[src/rtl/sd_dma_ahb_sequencer.sv]
// rtl/sd_dma_ahb_sequencer.sv - single-beat AHB word mover between SD word streams and memory
//
// Moves a run of 32-bit words between the SD datapath streams and system memory,
// one NONSEQ single transfer at a time, owning the SD controller's AHB master port.
//
// Ports:
//   clk, rst                  clock, synchronous active-high reset
//   cfg_start/write/addr/words run setup, sampled on cfg_start while idle
//   cfg_abort                 stop at the next transfer boundary
//   busy, done, err           run status (done is a 1-cycle pulse, err is sticky)
//   haddr..hexcl, hwdata      AHB master request side
//   hready, hresp, hrdata     AHB master response side
//   src_data/valid/ready      words to be written to memory (src_ready = pop strobe)
//   snk_data/valid/ready      words read from memory (held until snk_ready)
module sd_dma_ahb_sequencer #(
    parameter int W_ADDR = 32,
    parameter int W_DATA = 32,
    parameter int W_CNT  = 8
) (
    input  logic              clk,
    input  logic              rst,
    input  logic              cfg_start,
    input  logic              cfg_write,
    input  logic [W_ADDR-1:0] cfg_addr,
    input  logic [W_CNT-1:0]  cfg_words,
    input  logic              cfg_abort,
    output logic              busy,
    output logic              done,
    output logic              err,
    output logic [W_ADDR-1:0] haddr,
    output logic              hwrite,
    output logic [1:0]        htrans,
    output logic [2:0]        hsize,
    output logic [2:0]        hburst,
    output logic [3:0]        hprot,
    output logic              hmastlock,
    output logic              hexcl,
    input  logic              hready,
    input  logic              hresp,
    output logic [W_DATA-1:0] hwdata,
    input  logic [W_DATA-1:0] hrdata,
    input  logic [W_DATA-1:0] src_data,
    input  logic              src_valid,
    output logic              src_ready,
    output logic [W_DATA-1:0] snk_data,
    output logic              snk_valid,
    input  logic              snk_ready
);

    typedef enum logic [1:0] {S_IDLE, S_ADDR, S_DATA} state_t;

    localparam logic [1:0]        HT_IDLE   = 2'b00;
    localparam logic [1:0]        HT_NONSEQ = 2'b10;
    localparam logic [W_ADDR-1:0] ADDR_STEP = W_ADDR'(4);
    localparam logic [W_CNT-1:0]  CNT_ONE   = W_CNT'(1);

    state_t            state;
    logic [W_ADDR-1:0] addr;
    logic [W_CNT-1:0]  cnt;
    logic              dir;
    logic              abort_flag;
    logic              can_launch;
    logic              unused_addr_lsbs;

    // Word addresses only; the byte lane bits of cfg_addr are dropped.
    assign unused_addr_lsbs = ^cfg_addr[1:0];

    assign hsize     = 3'b010;
    assign hburst    = 3'b000;
    assign hprot     = 4'b0011;
    assign hmastlock = 1'b0;
    assign hexcl     = 1'b0;

    // Launch only while no NONSEQ is up yet; a read also waits for the previous
    // snk word to have left the register (registered snk_valid gives the 1-cycle gap).
    assign can_launch = (state == S_ADDR) && (htrans == HT_IDLE) && !abort_flag &&
                        (dir ? src_valid : !snk_valid);

    // The source word is consumed in exactly the cycle the write launches.
    assign src_ready = can_launch && dir;

    always_ff @(posedge clk) begin
        if (rst) begin
            state      <= S_IDLE;
            addr       <= '0;
            cnt        <= '0;
            dir        <= 1'b0;
            abort_flag <= 1'b0;
            busy       <= 1'b0;
            done       <= 1'b0;
            err        <= 1'b0;
            haddr      <= '0;
            hwrite     <= 1'b0;
            htrans     <= HT_IDLE;
            hwdata     <= '0;
            snk_data   <= '0;
            snk_valid  <= 1'b0;
        end else begin
            done <= 1'b0;
            if (snk_valid && snk_ready) begin
                snk_valid <= 1'b0;
            end
            if (cfg_abort && state != S_IDLE) begin
                abort_flag <= 1'b1;
            end

            case (state)
                S_IDLE: begin
                    if (busy) begin
                        // Only a zero-word run leaves busy set in IDLE: close it out now.
                        busy <= 1'b0;
                        done <= 1'b1;
                    end else if (cfg_start && !done) begin
                        addr       <= {cfg_addr[W_ADDR-1:2], 2'b00};
                        cnt        <= cfg_words;
                        dir        <= cfg_write;
                        err        <= 1'b0;
                        abort_flag <= 1'b0;
                        busy       <= 1'b1;
                        if (cfg_words != '0) begin
                            state <= S_ADDR;
                        end
                    end
                end

                S_ADDR: begin
                    if (htrans == HT_NONSEQ) begin
                        // A NONSEQ on the bus is never withdrawn, abort or not.
                        if (hready) begin
                            htrans <= HT_IDLE;
                            state  <= S_DATA;
                        end
                    end else if (abort_flag) begin
                        busy  <= 1'b0;
                        done  <= 1'b1;
                        state <= S_IDLE;
                    end else if (can_launch) begin
                        htrans <= HT_NONSEQ;
                        haddr  <= addr;
                        hwrite <= dir;
                        if (dir) begin
                            hwdata <= src_data;
                        end
                    end
                end

                S_DATA: begin
                    if (hready) begin
                        if (hresp) begin
                            err   <= 1'b1;
                            busy  <= 1'b0;
                            done  <= 1'b1;
                            state <= S_IDLE;
                        end else begin
                            if (!dir) begin
                                snk_data  <= hrdata;
                                snk_valid <= 1'b1;
                            end
                            addr <= addr + ADDR_STEP;
                            cnt  <= cnt - CNT_ONE;
                            if (cnt == CNT_ONE || abort_flag) begin
                                busy  <= 1'b0;
                                done  <= 1'b1;
                                state <= S_IDLE;
                            end else begin
                                state <= S_ADDR;
                            end
                        end
                    end
                end

                default: state <= S_IDLE;
            endcase
        end
    end

endmodule

[config.mk]
export PLATFORM = sky130hd
export DESIGN_NAME = sd_dma_ahb_sequencer
export DESIGN_NICKNAME = d
export VERILOG_FILES = /design/src/rtl/sd_dma_ahb_sequencer.sv
export SDC_FILE = /design/constraint.sdc
export NUM_CORES = 1
export LEC_CHECK = 0
export ABC_AREA = 1
export ABC_CLOCK_PERIOD_IN_PS = 2000
export BUFFER_PORTS_ARGS = -buffer_cell sky130_fd_sc_hd__buf_2
export CAP_MARGIN = 10
export CORE_AREA = 2 2 151 94
export DETAILED_ROUTE_END_ITERATION = 10
export DIE_AREA = 0 0 153 96
export PLACE_DENSITY = 0.84
export REMOVE_ABC_BUFFERS = 1
export SLEW_MARGIN = 30
export SYNTH_ARGS = -nofsm -noshare
export SYNTH_HDL_FRONTEND = slang
export SYNTH_SLANG_ARGS = --single-unit
[constraint.sdc]
create_clock -name clk -period 2 [get_ports clk]
set_input_delay 0.4 -clock clk [delete_from_list [all_inputs] [get_ports clk]]
set_output_delay 0.4 -clock clk [all_outputs]
set_load 0.005 [all_outputs]
==> results.json <==
{
  "root_buffer": "clkbuf_16",
  "ant_nets": 0,
  "cts.reportedPaths.clkPinSlew_ns": 0.06,
  "dieHeight_um": 96,
  "violations": "negative setup slack",
  "antennaDiodeCount": 0,
  "min_period_ns": 2.01,
  "track_usage_pct": 25.3,
  "fin_skew_ns": 0.00913,
  "placed_area_um2": 7640,
  "finalPower_mw": 9.78,
  "synth_top_cell_by_area": "dfxtp_1",
  "drive_above_1_share_pct": 24.3,
  "hold_buffers": 0,
  "initial_core_util_pct": 48.9,
  "synthTopCellsByCount": "243 x nand2_1, 178 x nor2_1, 142 x dfxtp_1",
  "ys_seq_elements": 142,
  "fin_ws_ns": -0.00755,
  "coreArea_um2": 13300,
  "crit_start": "state[1]",
  "rsz0062_at_grt": "true",
  "synth_top_flop_cell": "dfxtp_1",
  "synth_cell_types": 34,
  "cp.arrival_ns": 1.61,
  "htreeDepth": 4,
  "overflow": 0,
  "synth.cell_area_um2": 6510,
  "design_area_um2": 8270,
  "postSynth.asyncResetShare_pct": 0,
  "yosys-top-cells-area": "dfxtp_1 44%, nand2_1 14%, nor2_1 10%, a21oi_1 7.2%, o21ai_0 6.9%",
  "wirelength_um": 18500,
  "rrSetupSlack_ns": 0.14,
  "ys_seq_area_share_pct": 43.6,
  "grt_max_degree": 71,
  "worstSetupEndpointType": "primary output",
  "hold_path_class": "input pin to register",
  "worstPathMaxFanout": 4,
  "yosys.area.top_type_share_pct": 43.6,
  "cts_max_path_buffers": 2,
  "drv_cap": 0,
  "cp-start-kind": "register",
  "syn_avg_cell_area_um2": 6.79,
  "synthMostInstantiatedCell": "nand2_1",
  "num_io_pins": 229,
  "path_class": "register to primary output",
  "run_status": "finished, violations left",
  "antenna_found_initial": 0,
  "vias": 6926,
  "port_buffers": 211,
  "slew_viol_final": 0,
  "syn2layout_area_growth_pct": 26.9,
  "die_area_um2": 14700,
  "fin_nets": 1276,
  "tightestPinTransition_ns": 0.502,
  "drtIter0Drc": 610,
  "p_leak_nw": 3.76,
  "dp_hpwl_um": 13000,
  "worstHoldStart": "hrdata[15]",
  "vias_per_cell": 5.15,
  "clock_sinks": 142,
  "slew_headroom_pct": 66.5,
  "power_density_nw_per_um2": 1180,
  "fmax_ghz": 0.498,
  "die_w_um": 153,
  "hold_viol": 0,
  "drc_errors": 0,
  "cts_tree": "done",
  "crit_required_ns": 1.60,
  "setup_viol": 1,
  "final_core_util_pct": 62.0,
  "wl_per_cell_um": 13.7,
  "synth_edf_count": 0,
  "synth_warnings": 0,
  "syn_inst": 960,
  "cts_buffers": 17,
  "worstReg2RegStart": "state[0]",
  "period_share_pct": 100,
  "rows": 33,
  "first_pass_iters": 6,
  "grt_pass1_vias": 6225,
  "place_congestion": 0.945,
  "grt_pass1_wl_um": 30000,
  "peakVddDrop_mv": 0.565,
  "clk_latency_ns": 0.42
}
sequential cells by signal, summed over array words and instances, names as in the netlist:
| signal | flops |
|---|---|
| snk_data | 32 |
| busy | 1 |
| hwrite | 1 |
| abort_flag | 1 |
| done | 1 |
| err | 1 |
| state | 2 |
| snk_valid | 1 |
| hwdata | 32 |
| htrans | 1 |
| addr | 30 |
| cnt | 8 |
| dir | 1 |
| haddr | 30 |
path summary, 6_finish.rpt:
check	end	cells after the start
setup / recovery	src_ready	11
hold reg to reg	hwdata[27]	2
setup reg to reg	addr[7]	8
hold / removal	snk_data[15]	3
metal layers:
layer | track usage (%) | up-vias | wire length [µm]
met4 | 8.41 | 0 | 286
met3 | 6.66 | 33 | 1630
met1 | 34.4 | 3098 | 8550
met5 | 0 | - | 0
met2 | 39.3 | 323 | 8010
li1 | - | 3472 | -
critical path: stages (launching register included):
cell,delay [ns]
dfxtp_4,0.36
inv_4,0.06
ha_4,0.13
inv_2,0.05
nor2_4,0.10
nand2_2,0.08
inv_2,0.06
nand2_2,0.05
inv_2,0.07
nand2_4,0.06
clkinv_2,0.06
buf_2,0.11
cell families (layout without fill, tap and decap cells):
logic type | after synthesis | count (layout) | share of synthesized area [%]
AND/OR/NAND/NOR | 477 | 477 | 29.0
AO/OA/AOI/OAI | 211 | 211 | 17.1
flip-flops | 142 | 142 | 43.6
buffers and inverters | 120 | 316 | 8.70
adder cells (fa/ha/maj) | 7 | 7 | 1.34
other | 2 | 15 | 0.115
XOR/XNOR | 1 | 1 | 0.134
power breakdown:
group	switching (mW)	leakage [nW]	total, mW	internal [mW]
Sequential	0.471	1.16	3.89	3.41
Combinational	1.77	2.34	2.88	1.11
Clock	1.26	0.259	3.01	1.75
Total	3.51	3.76	9.78	6.27
what timing repair did:
| action | in CTS | in global routing |
|---|---|---|
| buffers inserted | 0 | 2 |
| pin swaps | 0 | 1 |
| hold endpoints to repair | 0 | 0 |
| endpoints found under the setup margin | 21 | 4 |
| gates resized for setup | 7 | 11 |
final cells by class:
cell class | count | area (µm²)
fillers | 1203 | 5070
inverters | 56 | 216
well taps | 175 | 219
clock inverters | 12 | 113
multi-input cells | 711 | 3200
flip-flops and latches | 142 | 2850
repair buffers | 228 | 1220
clock buffers | 20 | 447
through the flow:
stage | setup TNS, ns | hold WS, ns | std cells | setup WS, ns
floorplan | -86.31 | 0.433 | 909 | -1.30
global placement | 0 | 0.449 | 1310 | 0.107
detailed placement | 0 | 0.454 | 1310 | 0.0475
CTS | -0.0164 | 0.194 | 1342 | -0.0164
global route | -0.0915 | 0.195 | 1344 | -0.0915
finish | -0.00755 | 0.205 | 1344 | -0.00755
cell usage in the layout, fill, tap and decap left out, types with 3 or more instances in the layout:
master and instances:
o22ai_1 5, buf_12 3, a21oi_1 94, nand3_1 38, clkinvlp_4 5, o31ai_1 5, a211oi_1 6, nand4_1 3
nand2_2 3, inv_6 3, inv_2 4, o21ai_0 90, nor2_2 4, inv_1 49, clkinv_2 3, dfxtp_1 140
conb_1 15, clkbuf_16 17, buf_2 211, ha_1 5, nor3_1 5, nor2_1 175, buf_4 14, a31oi_1 3
nand2_1 241
No activity file was read; power rests on OpenSTA's default activity.
